<file path="src/rtl/seg7_disp_sched_if.sv">
`default_nettype none
// ============================================================================
//  Module      : seg7_disp_sched_if
//  Description : Bundle for the display scheduler.
//                - Two value sources (A, B) with a req/ack capture handshake.
//                - The operand/result pair of the external bin_to_bcd
//                  converter.
//                - The common-anode display drive and the current owner.
//                The slave modport is the scheduler's view. The master
//                modport is the environment's view: value sources, converter
//                and display.
//  Signals     : req_a/val_a/ack_a   source A handshake and 12-bit value
//                req_b/val_b/ack_b   source B handshake and 12-bit value
//                cnv_bin             operand driven to bin_to_bcd
//                cnv_ones/tens/hund  BCD digits returned by bin_to_bcd
//                an                  active-low digit enables, an[0] rightmost
//                seg                 active-low segments {g,f,e,d,c,b,a}
//                owner               current display owner, 0 = A, 1 = B
//  Revision    : 1.0  initial release
// ============================================================================
interface seg7_disp_sched_if;
  logic        req_a;
  logic [11:0] val_a;
  logic        ack_a;
  logic        req_b;
  logic [11:0] val_b;
  logic        ack_b;
  logic [11:0] cnv_bin;
  logic [3:0]  cnv_ones;
  logic [3:0]  cnv_tens;
  logic [3:0]  cnv_hund;
  logic [3:0]  an;
  logic [6:0]  seg;
  logic        owner;

  modport master (
    output req_a, val_a, req_b, val_b, cnv_ones, cnv_tens, cnv_hund,
    input  ack_a, ack_b, cnv_bin, an, seg, owner
  );

  modport slave (
    input  req_a, val_a, req_b, val_b, cnv_ones, cnv_tens, cnv_hund,
    output ack_a, ack_b, cnv_bin, an, seg, owner
  );
endinterface
`default_nettype wire

</file>
<file path="src/rtl/seg7_disp_sched.sv">
`default_nettype none
// ============================================================================
//  Module      : seg7_disp_sched
//  Description : Time-shares one external bin_to_bcd converter and one
//                4-digit common-anode display between two value sources.
//                It also does digit multiplexing, leading-zero blanking,
//                overflow dashes and the source-letter digit. Every frame
//                reloads the owner's latest value. Ownership is
//                re-arbitrated every HOLD_SCANS frames.
//  Parameters  : REFRESH_DIV  clk cycles each digit stays enabled (>= 2)
//                HOLD_SCANS   frames per ownership period (>= 1)
//  Ports       : clk          rising-edge clock
//                rst_n        asynchronous active-low reset
//                bus          seg7_disp_sched_if.slave (handshakes, converter,
//                             display, owner)
//  Revision    : 1.0  initial release
// ============================================================================
module seg7_disp_sched #(
  parameter int REFRESH_DIV = 50000,
  parameter int HOLD_SCANS  = 256
) (
  input  logic               clk,
  input  logic               rst_n,
  seg7_disp_sched_if.slave   bus
);

  localparam int c_CNT_W = $clog2(REFRESH_DIV);
  localparam int c_FRM_W = (HOLD_SCANS > 1) ? $clog2(HOLD_SCANS) : 1;

  localparam logic [c_CNT_W-1:0] c_REF_LAST = c_CNT_W'(REFRESH_DIV - 1);
  localparam logic [c_CNT_W-1:0] c_CNT_ONE  = c_CNT_W'(1);
  localparam logic [c_FRM_W-1:0] c_FRM_LAST = c_FRM_W'(HOLD_SCANS - 1);
  localparam logic [c_FRM_W-1:0] c_FRM_ONE  = c_FRM_W'(1);

  localparam logic [6:0] c_SEG_BLANK = 7'b1111111;
  localparam logic [6:0] c_SEG_DASH  = 7'b0111111;
  localparam logic [6:0] c_SEG_A     = 7'b0001000;
  localparam logic [6:0] c_SEG_B     = 7'b0000011;

  typedef enum logic [1:0] {
    ST_IDLE  = 2'd0,
    ST_LOAD  = 2'd1,
    ST_LATCH = 2'd2,
    ST_SCAN  = 2'd3
  } state_t;

  state_t r_state;
  state_t w_state_nxt;

  // Capture side
  logic        r_ack_a;
  logic        r_ack_b;
  logic        r_vld_a;
  logic        r_vld_b;
  logic [11:0] r_reg_a;
  logic [11:0] r_reg_b;

  // Display side
  logic               r_owner;
  logic [11:0]        r_cnv_bin;
  logic               r_ofl;
  logic [3:0]         r_hund;
  logic [3:0]         r_tens;
  logic [3:0]         r_ones;
  logic [c_CNT_W-1:0] r_cnt;
  logic [1:0]         r_idx;
  logic [c_FRM_W-1:0] r_frame;

  logic        w_cnt_wrap;
  logic        w_frame_end;
  logic        w_any_vld;
  logic        w_other_vld;
  logic [11:0] w_owner_val;
  logic [3:0]  w_an;
  logic [6:0]  w_seg;

  function automatic logic [6:0] f_dec(input logic [3:0] d);
    logic [6:0] s;
    case (d)
      4'd0:    s = 7'b1000000;
      4'd1:    s = 7'b1111001;
      4'd2:    s = 7'b0100100;
      4'd3:    s = 7'b0110000;
      4'd4:    s = 7'b0011001;
      4'd5:    s = 7'b0010010;
      4'd6:    s = 7'b0000010;
      4'd7:    s = 7'b1111000;
      4'd8:    s = 7'b0000000;
      4'd9:    s = 7'b0010000;
      default: s = c_SEG_BLANK;
    endcase
    return s;
  endfunction

  // --------------------------------------------------------------------------
  // Capture. The ack register also gates the next capture, so a held req
  // yields an ack every other cycle.
  // --------------------------------------------------------------------------
  always_ff @(posedge clk or negedge rst_n) begin
    if (!rst_n) begin
      r_ack_a <= 1'b0;
      r_ack_b <= 1'b0;
      r_vld_a <= 1'b0;
      r_vld_b <= 1'b0;
      r_reg_a <= 12'd0;
      r_reg_b <= 12'd0;
    end else begin
      r_ack_a <= bus.req_a & ~r_ack_a;
      r_ack_b <= bus.req_b & ~r_ack_b;
      if (bus.req_a && !r_ack_a) begin
        r_reg_a <= bus.val_a;
        r_vld_a <= 1'b1;
      end
      if (bus.req_b && !r_ack_b) begin
        r_reg_b <= bus.val_b;
        r_vld_b <= 1'b1;
      end
    end
  end

  assign w_any_vld   = r_vld_a | r_vld_b;
  assign w_owner_val = r_owner ? r_reg_b : r_reg_a;
  assign w_other_vld = r_owner ? r_vld_a : r_vld_b;
  assign w_cnt_wrap  = (r_cnt == c_REF_LAST);
  assign w_frame_end = w_cnt_wrap && (r_idx == 2'd3);

  // --------------------------------------------------------------------------
  // FSM state register and next-state logic
  // --------------------------------------------------------------------------
  always_ff @(posedge clk or negedge rst_n) begin
    if (!rst_n) begin
      r_state <= ST_IDLE;
    end else begin
      r_state <= w_state_nxt;
    end
  end

  always_comb begin
    w_state_nxt = r_state;
    case (r_state)
      ST_IDLE:  if (w_any_vld) w_state_nxt = ST_LOAD;
      ST_LOAD:  w_state_nxt = ST_LATCH;
      ST_LATCH: w_state_nxt = ST_SCAN;
      ST_SCAN:  if (w_frame_end) w_state_nxt = ST_LOAD;
      default:  w_state_nxt = ST_IDLE;
    endcase
  end

  // --------------------------------------------------------------------------
  // Datapath: converter operand, digit latches, refresh/digit/frame counters
  // and ownership.
  // --------------------------------------------------------------------------
  always_ff @(posedge clk or negedge rst_n) begin
    if (!rst_n) begin
      r_owner   <= 1'b0;
      r_cnv_bin <= 12'd0;
      r_ofl     <= 1'b0;
      r_hund    <= 4'd0;
      r_tens    <= 4'd0;
      r_ones    <= 4'd0;
      r_cnt     <= '0;
      r_idx     <= 2'd0;
      r_frame   <= '0;
    end else begin
      case (r_state)
        ST_IDLE: begin
          // A wins when both sources are already valid.
          if (w_any_vld) r_owner <= ~r_vld_a;
        end
        ST_LOAD: begin
          // Reads the pre-capture value. A capture on this same edge is
          // picked up by the next frame.
          r_cnv_bin <= w_owner_val;
          r_ofl     <= (w_owner_val > 12'd999);
        end
        ST_LATCH: begin
          // cnv_bin has been stable for the whole LATCH cycle.
          r_hund <= bus.cnv_hund;
          r_tens <= bus.cnv_tens;
          r_ones <= bus.cnv_ones;
          r_cnt  <= '0;
          r_idx  <= 2'd0;
        end
        ST_SCAN: begin
          if (w_cnt_wrap) begin
            r_cnt <= '0;
            r_idx <= r_idx + 2'd1;
            if (r_idx == 2'd3) begin
              if (r_frame == c_FRM_LAST) begin
                r_frame <= '0;
                if (w_other_vld) r_owner <= ~r_owner;
              end else begin
                r_frame <= r_frame + c_FRM_ONE;
              end
            end
          end else begin
            r_cnt <= r_cnt + c_CNT_ONE;
          end
        end
        default: begin
          r_cnt <= '0;
        end
      endcase
    end
  end

  // --------------------------------------------------------------------------
  // Digit drive. Anodes are dark outside SCAN, which also keeps LOAD/LATCH
  // from ghosting the previous frame's digits.
  // --------------------------------------------------------------------------
  always_comb begin
    w_an  = 4'b1111;
    w_seg = c_SEG_BLANK;
    if (r_state == ST_SCAN) begin
      case (r_idx)
        2'd0: begin
          w_an  = 4'b1110;
          w_seg = r_ofl ? c_SEG_DASH : f_dec(r_ones);
        end
        2'd1: begin
          w_an = 4'b1101;
          if (r_ofl)                                w_seg = c_SEG_DASH;
          else if (r_hund == 4'd0 && r_tens == 4'd0) w_seg = c_SEG_BLANK;
          else                                      w_seg = f_dec(r_tens);
        end
        2'd2: begin
          w_an = 4'b1011;
          if (r_ofl)               w_seg = c_SEG_DASH;
          else if (r_hund == 4'd0) w_seg = c_SEG_BLANK;
          else                     w_seg = f_dec(r_hund);
        end
        default: begin
          w_an  = 4'b0111;
          w_seg = r_owner ? c_SEG_B : c_SEG_A;
        end
      endcase
    end
  end

  assign bus.ack_a   = r_ack_a;
  assign bus.ack_b   = r_ack_b;
  assign bus.cnv_bin = r_cnv_bin;
  assign bus.an      = w_an;
  assign bus.seg     = w_seg;
  assign bus.owner   = r_owner;

endmodule
`default_nettype wire

</file>
<file path="src/flat_wrapper.sv">
// flat-port wrapper written by rule: the top's interface ports become plain ports
module seg7_disp_sched_flat 
#(
  parameter int REFRESH_DIV = 50000,
  parameter int HOLD_SCANS  = 256
)
  (clk, rst_n, bus_req_a, bus_val_a, bus_req_b, bus_val_b, bus_cnv_ones, bus_cnv_tens, bus_cnv_hund, bus_ack_a, bus_ack_b, bus_cnv_bin, bus_an, bus_seg, bus_owner);
  seg7_disp_sched_if bus_i ();
  input  logic clk;
  input  logic rst_n;
  input wire logic [$bits(bus_i.req_a)-1:0] bus_req_a;
  input wire logic [$bits(bus_i.val_a)-1:0] bus_val_a;
  input wire logic [$bits(bus_i.req_b)-1:0] bus_req_b;
  input wire logic [$bits(bus_i.val_b)-1:0] bus_val_b;
  input wire logic [$bits(bus_i.cnv_ones)-1:0] bus_cnv_ones;
  input wire logic [$bits(bus_i.cnv_tens)-1:0] bus_cnv_tens;
  input wire logic [$bits(bus_i.cnv_hund)-1:0] bus_cnv_hund;
  output wire logic [$bits(bus_i.ack_a)-1:0] bus_ack_a;
  output wire logic [$bits(bus_i.ack_b)-1:0] bus_ack_b;
  output wire logic [$bits(bus_i.cnv_bin)-1:0] bus_cnv_bin;
  output wire logic [$bits(bus_i.an)-1:0] bus_an;
  output wire logic [$bits(bus_i.seg)-1:0] bus_seg;
  output wire logic [$bits(bus_i.owner)-1:0] bus_owner;
  assign bus_i.req_a = bus_req_a;
  assign bus_i.val_a = bus_val_a;
  assign bus_i.req_b = bus_req_b;
  assign bus_i.val_b = bus_val_b;
  assign bus_i.cnv_ones = bus_cnv_ones;
  assign bus_i.cnv_tens = bus_cnv_tens;
  assign bus_i.cnv_hund = bus_cnv_hund;
  assign bus_ack_a = bus_i.ack_a;
  assign bus_ack_b = bus_i.ack_b;
  assign bus_cnv_bin = bus_i.cnv_bin;
  assign bus_an = bus_i.an;
  assign bus_seg = bus_i.seg;
  assign bus_owner = bus_i.owner;
  seg7_disp_sched #(.REFRESH_DIV(REFRESH_DIV), .HOLD_SCANS(HOLD_SCANS)) u_core (.clk(clk), .rst_n(rst_n), .bus(bus_i));
endmodule
</file>
<file path="config.mk">
export PLATFORM = sky130hd
export DESIGN_NAME = seg7_disp_sched_flat
export DESIGN_NICKNAME = d
export VERILOG_FILES = /design/src/rtl/seg7_disp_sched_if.sv /design/src/rtl/seg7_disp_sched.sv /design/src/flat_wrapper.sv
export SDC_FILE = /design/constraint.sdc
export NUM_CORES = 1
export LEC_CHECK = 0
export CAP_MARGIN = 10
export CELL_PAD_IN_SITES_DETAIL_PLACEMENT = 0
export CELL_PAD_IN_SITES_GLOBAL_PLACEMENT = 1
export CORE_MARGIN = 8
export CORE_UTILIZATION = 39
export CTS_CLUSTER_DIAMETER = 40
export DETAILED_ROUTE_END_ITERATION = 7
export PLACE_DENSITY_LB_ADDON = 0.1
export SYNTH_ARGS = -nofsm -noshare
export SYNTH_HDL_FRONTEND = slang
export SYNTH_SLANG_ARGS = --single-unit
</file>
<file path="constraint.sdc">
create_clock -name clk -period 2 [get_ports clk]
set_input_delay 0.4 -clock clk [delete_from_list [all_inputs] [get_ports clk]]
set_output_delay 0.4 -clock clk [all_outputs]
set_load 0.05 [all_outputs]
</file>
==> summary.txt, run 1 <==
Run status
  • Status: finished, violations left
  • Failing checks: negative setup slack

Timing
  • Least-Margin Pin Slew: 0.617 ns
  • Final worst-path setup slack: -0.580 ns
  • Tmin final: 2.58 ns
  • RSZ-0062 raised after global routing: yes
  • Skew final: between 0.007 and 0.008 ns
  • # setup viols final: 7
  • Period utilization: 1.29
  • FMAX: slightly below 400 MHz
  • Final Hold Fails: 0
  • Rel. slew slack: 0.584
  • Max-slew violation count: 0

Route
  • Vias: 3,917
  • Vias/cell: 5.25
  • ANT nets after route: 0
  • DR WL/cell: between 15 and 20 um
  • Total Wirelength: around 12,000 um
  • DR pass1 iterations: 4
  • DR DRC count: 0
  • Initial DRC Count: 216

GRT
  • Vias in the first global route: roughly 3,900
  • Largest net degree at the start of global routing: 83
  • Overflow after GRT: 0
  • First-pass GRT wire length: about 20,000 um
  • Initial antenna violation count: 0
  • GR Util All Layers: 0.155

Layout
  • Footprint of the multi-input gates: around 2800 um2
  • Post-Layout Cell Count: ~750
  • Most common cell after layout, fill and taps aside: dfrtp_1
  • Register Area: ~2000 um2
  • Fillers: 1,021
  • Layout cells sized above 1: 0.322
  • Commonest cells after routing, fill and taps aside: dfrtp_1 (81), buf_4 (61), clkdlybuf4s50_1 (52)
  • Syn-to-layout area delta: 42.2%
  • N_diodes: 0
  • Final net count: 661

Power and ir drop
  • P_leak: around 2.9 nW
  • Final Power: 9.00 mW
  • Pwr per Cell Area: roughly 1300 nW/um2
  • Worst IR Drop VDD: 0.000734 V

Setup path
  • Startpoint types: flop
  • CP max stage cell: dfrtp_1
  • Max Fanout on Critical Path: 3
  • Crit-path leading delay family: simple AND/OR/NAND/NOR gates
  • Largest stage delay on the critical path: 0.39 ns
  • Critical path required time: around 1.6 ns
  • Critical-path cell list: inv_2 -> ha_4 -> nor4bb_4 -> a31oi_4 -> buf_6 -> and3b_2 -> a31oi_4 -> buf_6
  • Worst Path Buf+Inv: 3
  • CP Depth: 8
  • Crit end category: primary output
  • Reg2Reg Depth: 6
  • Setup Crit Path Kind: flop to primary output
  • Worst Path Arrival: ~2.2 ns

Yosys
  • Synth Cell Area: between 4000 and 5000 um2
  • Post-synth EDFFs: 0
  • Async set-reset flop share out of synthesis: 1.00
  • Top cell type's share of synthesized area: 0.437
  • Sequential element share of the synthesized area: 0.437
  • Ys flop type: dfrtp_1
  • Top cells by area, synth: dfrtp_1 (44%), ha_1 (7.2%), mux2_2 (7.0%), a21oi_1 (4.0%), o21ai_0 (3.6%)
  • Syn Inst Count: roughly 480
  • Syn Area/Cell: between 9 and 10 um2
  • Area leader, netlist: dfrtp_1
  • Ys Warns: 0
  • Yosys cell types: 67
  • Synthesized netlist net count: approximately 540
  • Flip-flop and latch count after synthesis: slightly above 80

Floorplan
  • Die width: ~130 um
  • Row count: 40
  • Die ar.: roughly 16,000 um2
  • Placeable Area: about 12,000 um2
  • IO Count: between 60 and 70
  • Initial Util: 0.396
  • Die Y-Extent: 126 um

CTS
  • Clk buf depth: 2
  • Worst-path clk slew: roughly 0.060 ns
  • TritonCTS buffer count: 9
  • Clock sink count: between 80 and 90
  • Worst-Skew Late Latency: around 0.34 ns
  • Root Buffer: clkbuf_16
  • H-tree depth: 3
  • CTS tree: done
  • Cts hold-fix bufs: 0

Placed design
  • Port buffer count: 65
  • Placed Cells incl. Taps: approximately 720
  • GP Congestion: between 0.8 and 0.9
  • DP HPWL: 8670 um

Hold path
  • Hold crit path type: input port to async pin

Flow run
  • Max_cap viols: 0
## flip-flops by register name, summed over array words and instances (netlist names), 2 cells and up
register	cells
u_core.r_state	2
u_core.r_idx	2
u_core.r_reg_b	12
u_core.r_frame	8
u_core.r_cnt	16
u_core.r_ones	4
u_core.bus.cnv_bin	12
u_core.r_hund	4
u_core.r_tens	4
u_core.r_reg_a	12
## stage by stage
step                area [um2]   util  worst slack, ns  hold slack (ns)  setup TNS (ns)
floorplan                 4840      -          -0.0731            0.104          -0.279
global placement          6020  0.507           -0.260            0.428           -1.12
detailed placement        6020  0.507           -0.231            0.437           -1.17
CTS                       6510  0.549           -0.542            0.105           -3.22
global route              6680  0.563           -0.650           0.0959           -4.11
finish                    6680  0.563           -0.580           0.0475           -3.64
## where the power goes
group          total [mW]  internal [mW]  switching (mW)
combinational        4.77           2.15            2.62
sequential           2.42           2.06           0.357
clock                1.81           1.13           0.679
total                9.00           5.34            3.66
## routing by layer
layer	track usage	up-vias	wire length, um
li1	-	1945	-
met5	0	-	0
met2	0.241	80	5580
met4	0.0616	0	175
met3	0.0405	10	632
met1	0.202	1882	5570
## cell usage after synthesis (2+ instances only)
library cell and n:
nor2_2 2, ha_1 27, o311ai_0 5, o22ai_1 2, a21oi_1 38, o21bai_1 2, clkbuf_1 16, a31oi_1 14
buf_2 5, o221ai_1 2, a41oi_1 3, nand2_1 41, inv_1 17, and4bb_1 2, nand4_1 5, and3_2 2
nand2b_1 9, dfrtp_1 82, and3_1 3, o21ai_0 34, clkbuf_8 2, nor3_1 4, buf_6 2, nand3_1 17
xnor2_1 3, and2_1 3, nor2b_1 9, a21o_1 5, o211ai_1 4, mux2_2 29, nor2_1 32, or2_2 5
and2_0 2, or3_1 2, mux2i_1 13
## logic make-up (layout without fill, tap and decap cells)
group,Yosys count,count (layout),synth area share
compound gates,123,123,0.163
xor+xnor,4,4,0.00746
fa+ha+maj,27,27,0.0719
buf+inv,45,169,0.0455
flops,82,82,0.437
mux,43,43,0.0996
simple gates,151,151,0.176
## timing repair
action                                  in CTS  in global routing
pin swaps                                   11                  9
setup buffers                                4                  5
endpoints found under the setup margin      10                 10
resized for setup                           37                 30
## worst paths after layout
kind / startpoint / to / slack, ns
min reg2reg: u_core.bus.ack_b / u_core.bus.ack_b / 0.44
max reg2reg: u_core.r_cnt[0] / u_core.r_cnt[10] / 0.16
min: rst_n / u_core.r_hund[3] / 0.05
max: u_core.r_hund[1] / bus_seg[0] / -0.58
min in group clk: u_core.bus.ack_b / u_core.bus.ack_b / 0.44
max in group asynchronous: rst_n / u_core.bus.owner / 1.55
## area by class of cell
cell class	count	share of cell area
Clock inverter	4	0.0110
Clock buffer	12	0.0369
Tap cell	147	0.0275
Inverter	18	0.0107
Sequential cell	82	0.307
Multi-Input combinational cell	348	0.415
Timing Repair Buffer	135	0.192
Note: power is estimated with default switching activity, not from simulation.
==> run 2: changes to the inputs <==
Settings changed: CELL_PAD_IN_SITES_DETAIL_PLACEMENT 0 to not set, CELL_PAD_IN_SITES_GLOBAL_PLACEMENT 1 to not set, CORE_UTILIZATION 39 to 59, PLACE_DENSITY_LB_ADDON 0.1 to 0.2.
Clock period 2 ns to 3 ns, I/O delays scaled along.
==> run 2 against run 1 <==
Highest routed layer unchanged. Final cell count is 15% lower. The flow now finishes without violations. Register-to-register slack better by 0.95 ns. Die area is 30% lower. Power is 45% lower. Via count is 2.8% lower. Wire length is 7.9% lower. First-iteration DRC count is 11% lower. Clock power is 49% lower. Final area is 15% lower. Sequential cell count stayed put. Worst setup slack better by 0.67 ns.
==> summary.txt, run 2 (synthesis results as in run 1) <==
CTS
  • Worst-path clk slew: 0.09 ns (+0.03 ns)
  • Clock sink count: 82 (unchanged)
  • Cts hold-fix bufs: 0 (unchanged)
  • TritonCTS buffer count: 9 (unchanged)
  • H-tree depth: 3 (unchanged)
  • Clk buf depth: 2 (unchanged)
  • CTS tree: done
  • Worst-Skew Late Latency: 0.36 ns (+0.02 ns)
  • Root Buffer: clkbuf_8

Run status
  • Status: complete, no violations

Power and ir drop
  • P_sw: 2.17 mW (-41%)
  • Worst IR Drop VDD: 0.000600 V (-18%)
  • Clock Power Share: 0.186 (-0.015)
  • Sequential share of power: 0.340 (+0.071)
  • Int Pwr: 2.80 mW (-48%)
  • Power share of the combinational group: 0.474 (-0.056)
  • Sw frac: 0.437 (+0.0306)
  • Pwr per Cell Area: 878 nW/um2 (-35%)
  • P_leak: 2.42 nW (-15%)

Route
  • Initial DRC Count: 192 (-11%)
  • DR DRC count: 0 (unchanged)
  • ANT nets after route: 0 (unchanged)
  • DR pass1 iterations: 5 (+1)
  • DR WL/cell: 17.3 um (+7.8%)
  • Vias: 3,806 (-2.8%)
  • Total Wirelength: 11,000 um (-7.9%)
  • Vias/cell: 5.97 (+14%)

Layout
  • Most flops, register: u_core.r_cnt
  • Commonest cells after routing, fill and taps aside: dfrtp_1 (81), clkdlybuf4s50_1 (57), nand2_1 (41)
  • Final net count: 597 (-9.7%)
  • Syn-to-layout area delta: 20.5%
  • N_diodes: 0 (unchanged)
  • Number of flip-flops in the largest register: 16 (unchanged)
  • Layout cells sized above 1: 0.174 (-0.148)
  • Design Area, Final: 5660 um2 (-15%)
  • Most common cell after layout, fill and taps aside: dfrtp_1

Setup path
  • Reg-to-reg startpoint: u_core.r_cnt[0]
  • Crit end category: primary output
  • Max Fanout on Critical Path: 6 (+3)
  • Worst Path Arrival: 2.31 ns (+0.13 ns)
  • Crit path from: u_core.r_tens[1]
  • Setup Crit Path Kind: flop to primary output
  • Startpoint types: flop
  • Critical path required time: 2.40 ns (+0.80 ns)

Floorplan
  • IO Count: 66 (unchanged)
  • Row count: 32 (-20%)
  • Die width: 105 um (-16%)
  • Die ar.: 11,100 um2 (-30%)
  • Placeable Area: 7730 um2 (-35%)
  • Initial Util: 0.608 (+0.212)
  • Die Y-Extent: 105 um (-16%)

Placed design
  • Dpl cell area: 5390 um2 (-11%)
  • Post-place setup slack: 0.352 ns (+0.583 ns)
  • DP HPWL: 7830 um (-9.7%)
  • Port buffer count: 65 (unchanged)
  • GP Congestion: 0.897 (+4.7%)

Timing
  • Period utilization: 0.971
  • Skew final: 0.0114 ns (+0.00436 ns)
  • FMAX: around 340 MHz
  • Rel. slew slack: 0.313 (-0.270)
  • # setup viols final: 0 (-7)
  • Tmin final: approximately 2.9 ns
  • Max-slew violation count: 0 (unchanged)
  • Final Hold Fails: 0 (unchanged)
  • Least-Margin Pin Slew: 1.03 ns (+0.413 ns)
  • RSZ-0062 raised after global routing: yes
  • Final worst-path setup slack: 0.0883 ns (+0.668 ns)

GRT
  • Vias in the first global route: 3,862 (-1.9%)
  • Initial antenna violation count: 0 (unchanged)
  • Largest net degree at the start of global routing: 83 (unchanged)
  • GR Util All Layers: 0.203 (+0.0480)
  • First-pass GRT wire length: 18,700 um (-5.9%)
  • Overflow after GRT: 0 (unchanged)

Flow run
  • Max_cap viols: 0 (unchanged)

Hold path
  • Hold crit path type: input port to async pin
-- run 2: timing repair --
action,4_1_cts,5_1_grt
endpoints found under the setup margin,3,5
setup buffers,0,1
gates resized for setup,2,12
-- run 2: power by group through the flow --
stage | clock network (mW) | logic (mW) | registers [mW]
floorplan | 0 | 1.44 | 1.87
global placement | 0 | 2.23 | 1.67
detailed placement | 0 | 2.30 | 1.69
CTS | 0.937 | 2.32 | 1.67
global route | 0.981 | 2.55 | 1.74
finish | 0.924 | 2.36 | 1.69
-- run 2: final timing paths --
| kind | endpoint | slack (ns) | cells after the start |
|---|---|---|---|
| setup / recovery | bus_seg[6] | 0.09 | 8 |
| hold / removal | u_core.r_tens[3] | 0.38 | 1 |
| setup reg to reg | u_core.r_cnt[10] | 1.11 | 6 |
| hold reg to reg | u_core.bus.ack_a | 0.45 | 1 |
| max in group asynchronous | u_core.r_tens[1] | 1.91 | 1 |
| min in group clk | u_core.bus.ack_a | 0.45 | 1 |
-- run 2: per-layer routing --
layer / vias up / part of all wire / GRT usage
met5: - / 0 / 0
met4: 0 / 0.013 / 0.0632
met3: 15 / 0.061 / 0.0591
met2: 122 / 0.49 / 0.329
met1: 1863 / 0.44 / 0.255
li1: 1806 / - / -
-- run 2: critical path: stages (launching register included) --
cell	delay, ns
dfrtp_1	0.44
inv_2	0.11
ha_1	0.18
nor4bb_4	0.34
and2_1	0.21
a2bb2oi_1	0.08
a311o_1	0.33
nand2_1	0.13
buf_12	0.15
-- run 2: final cells by class --
type | count | area [um2]
inverter | 18 | 67.6
fill | 557 | 2070
sequential | 82 | 2050
clock inverter | 5 | 85.1
timing repair buffer | 71 | 713
tap | 102 | 128
clock buffer | 11 | 141
multi-input combinational | 348 | 2470
-- run 2: per-stage QoR --
| step | utilization | power, mW | hold slack (ns) | cells | TNS (ns) |
|---|---|---|---|---|---|
| finish | 0.733 | 4.97 | 0.383 | 637 | 0 |
| global route | 0.733 | 5.28 | 0.466 | 637 | -0.0366 |
| CTS | 0.727 | 4.93 | 0.453 | 636 | 0 |
| detailed placement | 0.697 | 3.99 | 0.441 | 620 | 0 |
| global placement | 0.697 | 3.90 | 0.430 | 620 | 0 |
| floorplan | - | 3.30 | 0.304 | 475 | 0 |
